[config.mk]
export PLATFORM = sky130hd
export DESIGN_NAME = load_store_unit
export DESIGN_NICKNAME = d
export VERILOG_FILES = /design/src/rtl/load_store_unit_pkg.sv /design/src/rtl/lsu_lane_align.sv /design/src/rtl/load_store_unit.sv
export SDC_FILE = /design/constraint.sdc
export NUM_CORES = 1
export LEC_CHECK = 0
export ABC_AREA = 0
export CAP_MARGIN = 20
export CORE_UTILIZATION = 47
export DETAILED_ROUTE_END_ITERATION = 10
export PLACE_DENSITY = 0.87
export SYNTH_ARGS = -nofsm -noshare
export SYNTH_HDL_FRONTEND = slang
export SYNTH_SLANG_ARGS = --single-unit
export TNS_END_PERCENT = 5
[constraint.sdc]
create_clock -name clk -period 3.9 [get_ports clk]
set_clock_uncertainty 0.05 [all_clocks]
set_input_delay 0.78 -clock clk [delete_from_list [all_inputs] [get_ports clk]]
set_output_delay 0.78 -clock clk [all_outputs]
set_load 0.01 [all_outputs]
[src/rtl/load_store_unit_pkg.sv]
// load_store_unit_pkg: RV32I load/store opcodes, funct3 codes, fault codes and LSU states
package load_store_unit_pkg;
  localparam logic [6:0] OP_LOAD  = 7'b0000011;
  localparam logic [6:0] OP_STORE = 7'b0100011;
  localparam logic [2:0] F3_B  = 3'b000;
  localparam logic [2:0] F3_H  = 3'b001;
  localparam logic [2:0] F3_W  = 3'b010;
  localparam logic [2:0] F3_BU = 3'b100;
  localparam logic [2:0] F3_HU = 3'b101;
  localparam logic [1:0] FLT_NONE     = 2'b00;
  localparam logic [1:0] FLT_MISALIGN = 2'b01;
  localparam logic [1:0] FLT_ILLEGAL  = 2'b10;
  localparam logic [1:0] FLT_TIMEOUT  = 2'b11;
  typedef enum logic [1:0] {S_IDLE, S_REQ, S_DONE, S_FAULT} state_t;
  function automatic logic f3_illegal(input logic store, input logic [2:0] f3);
    return store ? (f3 > F3_W) : (f3 == 3'b011 || f3 == 3'b110 || f3 == 3'b111);
  endfunction
  function automatic logic misaligned(input logic [2:0] f3, input logic [1:0] a);
    return (f3[1:0] == 2'b01 && a[0]) || (f3[1:0] == 2'b10 && |a);
  endfunction
endpackage

[src/rtl/lsu_lane_align.sv]
// lsu_lane_align: store byte-lane placement and load extraction/extension
module lsu_lane_align
  import load_store_unit_pkg::*;
(
  input  logic [2:0]  funct3,
  input  logic [1:0]  offset,
  input  logic [31:0] store_data,
  input  logic [31:0] rdata,
  output logic [3:0]  wstrb,
  output logic [31:0] wdata,
  output logic [31:0] load_data
);
  logic [31:0] sh;
  always_comb begin
    wstrb = funct3[1:0] == 2'b00 ? 4'b0001 << offset : funct3[1:0] == 2'b01 ? 4'b0011 << offset : 4'b1111;
    wdata = funct3[1:0] == 2'b00 ? {4{store_data[7:0]}} : funct3[1:0] == 2'b01 ? {2{store_data[15:0]}} : store_data;
    sh = rdata >> {offset, 3'b000};
    load_data = funct3 == F3_B  ? {{24{sh[7]}}, sh[7:0]} :
                funct3 == F3_H  ? {{16{sh[15]}}, sh[15:0]} :
                funct3 == F3_BU ? {24'd0, sh[7:0]} :
                funct3 == F3_HU ? {16'd0, sh[15:0]} : rdata;
  end
endmodule

[src/rtl/load_store_unit.sv]
// load_store_unit: RV32I memory stage with valid/ready bus, stall, and fault reporting
module load_store_unit
  import load_store_unit_pkg::*;
#(
  parameter int TIMEOUT_CYCLES = 255
) (
  input  logic        clk,
  input  logic        reset,
  input  logic        req_valid,
  input  logic [6:0]  opcode,
  input  logic [2:0]  funct3,
  input  logic [31:0] addr,
  input  logic [31:0] store_data,
  output logic        stall,
  output logic        done,
  output logic [31:0] load_data,
  output logic [1:0]  fault,
  output logic        mem_req,
  output logic        mem_we,
  output logic [31:0] mem_addr,
  output logic [3:0]  mem_wstrb,
  output logic [31:0] mem_wdata,
  input  logic        mem_ready,
  input  logic [31:0] mem_rdata
);
  state_t      state;
  logic [2:0]  f3_q;
  logic [1:0]  a_q;
  logic [7:0]  cnt;
  logic [2:0]  f3;
  logic [1:0]  off;
  logic        is_ld, is_st;
  logic [3:0]  wstrb;
  logic [31:0] wdata, ext;
  // While idle the aligner sees the live request; afterwards it sees the latched access
  always_comb begin
    f3 = state == S_IDLE ? funct3 : f3_q;
    off = state == S_IDLE ? addr[1:0] : a_q;
    is_ld = opcode == OP_LOAD;
    is_st = opcode == OP_STORE;
    stall = req_valid & ~done;
  end
  lsu_lane_align u_align (
    .funct3(f3), .offset(off), .store_data(store_data), .rdata(mem_rdata),
    .wstrb(wstrb), .wdata(wdata), .load_data(ext)
  );
  always_ff @(posedge clk) begin
    if (reset) begin
      state <= S_IDLE;
      done <= 1'b0;
      fault <= FLT_NONE;
      load_data <= '0;
      mem_req <= 1'b0;
      mem_we <= 1'b0;
      mem_addr <= '0;
      mem_wstrb <= '0;
      mem_wdata <= '0;
      f3_q <= '0;
      a_q <= '0;
      cnt <= '0;
    end else begin
      case (state)
        S_IDLE: if (req_valid && (is_ld || is_st)) begin
          f3_q <= funct3;
          a_q <= addr[1:0];
          if (f3_illegal(is_st, funct3) || misaligned(funct3, addr[1:0])) begin
            state <= S_FAULT;
            done <= 1'b1;
            fault <= f3_illegal(is_st, funct3) ? FLT_ILLEGAL : FLT_MISALIGN;
          end else begin
            state <= S_REQ;
            mem_req <= 1'b1;
            mem_we <= is_st;
            mem_addr <= {addr[31:2], 2'b00};
            mem_wstrb <= is_st ? wstrb : 4'b0000;
            mem_wdata <= is_st ? wdata : 32'd0;
            cnt <= '0;
          end
        end
        S_REQ: if (mem_ready || cnt == 8'(TIMEOUT_CYCLES - 1)) begin
          state <= S_DONE;
          done <= 1'b1;
          mem_req <= 1'b0;
          mem_we <= 1'b0;
          fault <= mem_ready ? FLT_NONE : FLT_TIMEOUT;
          load_data <= mem_ready && !mem_we ? ext : 32'd0;
        end else cnt <= cnt + 8'd1;
        S_DONE, S_FAULT: begin
          state <= S_IDLE;
          done <= 1'b0;
          fault <= FLT_NONE;
          load_data <= '0;
        end
      endcase
    end
  end
endmodule
==> results of run 1 <==
layout make-up:
type | count | area share [%]
inverter | 8 | 0.3629
sequential | 118 | 28.55
multi-input combinational | 489 | 34.12
clock buffer | 23 | 5.776
clock inverter | 9 | 1.784
tap | 140 | 2.117
timing repair buffer | 230 | 27.29
per-layer routing:
| layer | share of wire [%] | vias to the layer above |
|---|---|---|
| met1 | 37 | 2706 |
| met3 | 11 | 55 |
| met4 | 3.1 | 0 |
| met2 | 49 | 349 |
| met5 | 0 | - |
| li1 | - | 2750 |
flip-flops by register name, indices dropped and copies added (netlist names), 2 cells and up:
name and count:
mem_wdata 32, load_data 32, mem_wstrb 4, cnt 8, fault 2, f3_q 3
state 2, a_q 2, mem_addr 30
cell families (layout without fill, tap and decap cells):
kind of cell	after synthesis	count (layout)	synth area share (%)
xor gates and xnor gates	7	7	1.128
muxes	28	28	5.570
DFF	118	118	43.45
adders and majority gates	5	5	1.151
buffers and inverters	62	270	5.224
and+or+nand+nor	277	277	22.74
AOI/OAI and AO/OA	170	170	20.67
other	1	2	0.06898
power by group through the flow:
stage / logic, mW / clock network, mW / registers, mW
after global routing: 0.311 / 1.73 / 1.21
final: 0.293 / 1.66 / 1.21
after detailed placement: 0.284 / 0 / 1.24
after global placement: 0.278 / 0 / 1.24
after CTS: 0.287 / 1.67 / 1.21
after floorplan: 0.122 / 0 / 1.24
how the worst max path moves through the flow:
stage | startpoint | end | slack, ns | cells past startpoint
detailed placement | addr[0] | load_data[6] | -0.03 | 7
CTS | addr[0] | load_data[6] | 0.39 | 7
global placement | addr[0] | mem_wstrb[1] | 0.18 | 8
floorplan | funct3[1] | load_data[21] | 1.24 | 8
finish | addr[0] | load_data[6] | 0.91 | 8
global route | addr[0] | load_data[5] | 0.73 | 8
placed cells by master (no fill, tap or decap), types with 7 or more instances in the layout:
master	count
clkdlybuf4s50_1	212
clkbuf_16	17
o221ai_1	14
nor2_1	44
dfxtp_1	118
nand3_1	51
mux2_2	18
buf_4	16
mux2i_1	9
o211ai_1	18
a2bb2oi_1	7
a22o_1	11
and3_1	11
o21ai_0	13
a21oi_1	76
nand2_1	142
inv_1	7
through the flow:
stage	total power, mW	cell area, um2
after detailed placement	1.520	7631
final	3.160	8275
after global routing	3.254	8275
after global placement	1.514	7631
after floorplan	1.358	5440
after CTS	3.171	8257
critical path, delay by kind of cell:
family                 cells  cell delay [ns]
AOI/OAI and AO/OA          2             0.38
buffers and inverters      3             0.97
and+or+nand+nor            3             1.14
==> flow_summary.toml, run 1 <==
[final_layout]
final_cells = 1017
fill_cells = 797
drive_above_1_share_pct = 8.894
antennaDiodeCount = 0
area_growth_syn_to_layout_pct = 52.22
regArea_um2 = 2362
finish.utilization_pct = 75.02
nets = 979
multiInputGateArea_um2 = 2824

[synthesis]
yosysWarnings = 0
ys_seq_elements = 118
synth_edf_count = 0
syn_area_um2 = 5436
synthTopCellsByArea = "dfxtp_1 (43%), nand2_1 (9.8%), a21oi_1 (7.0%)"
async_flop_share_pct = 0
synthTopCellsByCount = "nand2_1 (142), dfxtp_1 (118), a21oi_1 (76), nand3_1 (51), nor2_1 (45)"
synth_top_area_share_pct = 43.45
ys_seq_area_share_pct = 43.45
synth.most_common_cell = "nand2_1"
yosys.area.top_type = "dfxtp_1"
synth_cell_types = 58
synth_ff_type = "dfxtp_1"
netlist_instances = 668
syn_avg_cell_area_um2 = 8.138

[sta]
slew_violations = 0
min_period_ns = 2.991
fin_crit_sh_pct = 76.69
whs_ns = 0.3977
fmax_mhz = 334.4
setup_viol = 0
hold_viol = 0
finalSetupTns_ns = 0
fin_ws_ns = 0.9092
max_slew.worst_pin.slew_ns = 0.7781
rsz0062_at_grt = "false"
maxSlewHeadroom_pct = 47.82

[routing]
drcViolationCount = 0
avgRoutedWirePerCell_um = 17.61
num_vias = 5860
vias_per_cell = 5.762
wl_um = 17910
drtIter0Drc = 400
antenna_left = 0
drt_first_pass_iters = 5

[cts]
post_cts_buffers = 0
cts.sinks = 118
root_buffer = "clkbuf_16"
ctsResizeCount = 0
ctsLongestPathBuffers = 2
ctsHtreeMaxLevel = 4
cts_hold_buf = 0
cts.clk_slew.worst_paths_ns = 0.05
numCtsBuffers = 17
clk_latency_ns = 0.40
cts_tree = "yes"

[die]
die_w_um = 109.6
core_um2 = 11030
start_util_pct = 49.29
die_h_um = 109.6
die_area_um2 = 12000
io_pins = 216
row_count = 38

[worst_setup_path]
slowest_delay_ns = 0.58
crit_slowest_cell = "nor2_1"
end_kind = "flop"
r2r_end = "mem_wdata[22]"
arrival_ns = 3.26
path_cells = "clkdlybuf4s50_1 > nor3b_1 > nor2_1 > buf_6 > clkinv_1 > nand3_1 > o221ai_1 > o21ai_0"
rr_worst_depth = 6
r2r_slack_ns = 1.05
cp_max_fo = 11
start_kind = "input pin"
reg2reg_from = "state[0]"
critPathRequiredTime_ns = 4.17
worstSetupPathType = "in -> reg"

[global_routing]
overflow = 0
track_usage_pct = 30.37
met2_usage_pct = 52.34
grt_max_degree = 57
grt_pass1_vias = 5681
grtUsageMet1_pct = 33.44
gr-max-usage-layer = "met2"
antenna_found_initial = 0
grt_pass1_wl_um = 27810
gr-usage-met3_pct = 10.43

[min_path]
whs_endpoint = "mem_wdata[7]"
holdPathStages = 2
hold_class = "reg -> reg"
hp-start = "mem_wdata[7]"

[pwr]
leakage_nw = 3.011
p_per_area_nw_per_um2 = 381.9
pwr-share-seq_pct = 38.3
irDropWorstVdd_mv = 0.2855
p_clk_share_pct = 52.4
p_int_mw = 2.481
switching_share_pct = 21.50
p_switching_mw = 0.6796
pwr-share-comb_pct = 9.3

[place]
place.gp.congestion = 0.9260
hpwl_um = 12880
dpl_worst_slack_ns = -0.03422
dp.cells = 983
io_buffers = 213

[run]
cap_violations = 0

[status]
status = "finished clean"
(Power assumes the default switching activity.)
==> run 2: changes to the inputs <==
--- a/config.mk
+++ b/config.mk
@@ -7,9 +7,9 @@
 export LEC_CHECK = 0
 export ABC_AREA = 0
 export CAP_MARGIN = 20
-export CORE_UTILIZATION = 47
+export CORE_UTILIZATION = 40
 export DETAILED_ROUTE_END_ITERATION = 10
-export PLACE_DENSITY = 0.87
+export PLACE_DENSITY = 0.79
 export SYNTH_ARGS = -nofsm -noshare
 export SYNTH_HDL_FRONTEND = slang
 export SYNTH_SLANG_ARGS = --single-unit
==> constraint.sdc (replaced) <==
create_clock -name clk -period 2.6 [get_ports clk]
set_clock_uncertainty 0.05 [all_clocks]
set_input_delay 0.52 -clock clk [delete_from_list [all_inputs] [get_ports clk]]
set_output_delay 0.52 -clock clk [all_outputs]
set_load 0.01 [all_outputs]
==> flow_summary.toml, run 2 (synthesis gave the netlist of run 1 again) <==
[die]
die_area_um2 = 14060
start_util_pct = 41.05
die_w_um = 118.6
io_pins = 216
die_h_um = 118.6
core_um2 = 13240
row_count = 42

[global_routing]
grt_max_degree = 44
grt_pass1_wl_um = 27630
grt_pass1_vias = 5575
track_usage_pct = 24.81
overflow = 0
antenna_found_initial = 0

[place]
place.gp.congestion = 0.8591
hpwl_um = 12470
io_buffers = 213

[routing]
vias_per_cell = 5.377
num_vias = 5791
drtIter0Drc = 502
drt_first_pass_iters = 7
drcViolationCount = 0
wl_um = 17130
antenna_left = 0
avgRoutedWirePerCell_um = 15.91

[min_path]
hp-start = "mem_addr[8]"
hold_class = "reg -> reg"
holdPathStages = 2

[cts]
ctsLongestPathBuffers = 2
cts_tree = "yes"
ctsResizeCount = 0
cts.sinks = 118
clk_latency_ns = 0.41
cts_hold_buf = 0
cts.clk_slew.worst_paths_ns = 0.06
numCtsBuffers = 17
post_cts_buffers = 0
ctsHtreeMaxLevel = 4
root_buffer = "clkbuf_16"

[sta]
fin_crit_sh_pct = 91.91
max_slew.worst_pin.slew_ns = 0.6850
min_period_ns = 2.390
maxSlewHeadroom_pct = 54.17
fmax_mhz = 418.5
slew_violations = 0
setup_viol = 0
finalSetupTns_ns = 0
rsz0062_at_grt = "false"
whs_ns = 0.3999
hold_viol = 0

[worst_setup_path]
crit_slowest_cell = "nor2_1"
rr_worst_depth = 7
arrival_ns = 2.67
crit_buf_inv = 2
cp.depth = 7
end_kind = "flop"
crit_path_start = "state[1]"
cp_max_fo = 24
critPathRequiredTime_ns = 2.88
slowest_delay_ns = 0.49
cp_top_family = "compound AO/OA/AOI/OAI gates"
start_kind = "flop"
worstSetupPathType = "reg -> reg"
path_cells = "nor2_1 > mux2_2 > buf_4 > a2111oi_2 > o21ai_1 > buf_12 > o211ai_1"
reg2reg_from = "state[1]"

[final_layout]
drive_above_1_share_pct = 11.65
antennaDiodeCount = 0
nets = 1003
mostFrequentLayoutCells = "clkdlybuf4s50_1 (212), nand2_1 (142), dfxtp_1 (118)"
largestRegisters = "load_data: 32 flops, mem_wdata: 32 flops, mem_addr: 30 flops"
area_growth_syn_to_layout_pct = 56.87
layout_commonest_cell = "clkdlybuf4s50_1"

[pwr]
p_per_area_nw_per_um2 = 544.3
irDropWorstVdd_mv = 0.4232
leakage_nw = 3.129
power_mw = 4.642

[status]
status = "finished clean"

[run]
cap_violations = 0
==> run 2: changes by cell type in the layout (fill, tap and decap cells not counted) <==
cell	change
clkbuf_8	-1
bufinv_16	-1
buf_4	+21
buf_6	-1
clkinv_2	+1
inv_6	+1
buf_12	+4
clkinvlp_4	+3
clkbuf_1	-3
==> run 2: power breakdown <==
group	leakage, nW	internal [mW]	switching, mW
clock network	0.291	1.55	0.828
logic	1.89	0.249	0.201
registers	0.950	1.81	0.00235
total	3.13	3.61	1.03
==> run 2: worst paths after layout <==
kind | endpoint | slack, ns
worst min register to register | mem_addr[8] | 0.40
worst max register to register | load_data[30] | 0.21
worst max-delay path | load_data[30] | 0.21
worst min-delay path | mem_addr[8] | 0.40
==> run 2: final cells by class <==
type                       instances  area, um2
tap                              176      220.2
clock buffer                      19      452.9
timing repair buffer             254       2485
fill                            1127       4715
inverter                           8      30.03
multi-input combinational        489       2824
sequential                       118       2362
clock inverter                    13      153.9
==> run 2: metrics by stage <==
step | util, % | worst slack [ns] | area, um2 | instances
final | 64.40 | 0.2103 | 8528 | 1077
after global routing | 64.40 | 0.02672 | 8528 | 1077
after CTS | 64.40 | 0.2238 | 8528 | 1077
after detailed placement | 59.82 | -0.06833 | 7921 | 1045
after global placement | 59.82 | -0.05745 | 7921 | 1045
after floorplan | - | 0.2003 | 5440 | 669
==> run 2: routing by layer <==
layer | track usage (%) | part of all wire (%) | up-vias | wire length (um)
met4 | 10.13 | 2.6 | 0 | 437
met2 | 39.84 | 46 | 323 | 7795
li1 | - | - | 2803 | -
met5 | 0 | 0 | - | 0
met3 | 9.701 | 11 | 38 | 1847
met1 | 29.46 | 41 | 2627 | 7052
==> run 2: worst min-delay path: stages, from the launching register on <==
cell	delay, ns
dfxtp_1	0.30
nand2_1	0.05
a21oi_1	0.05
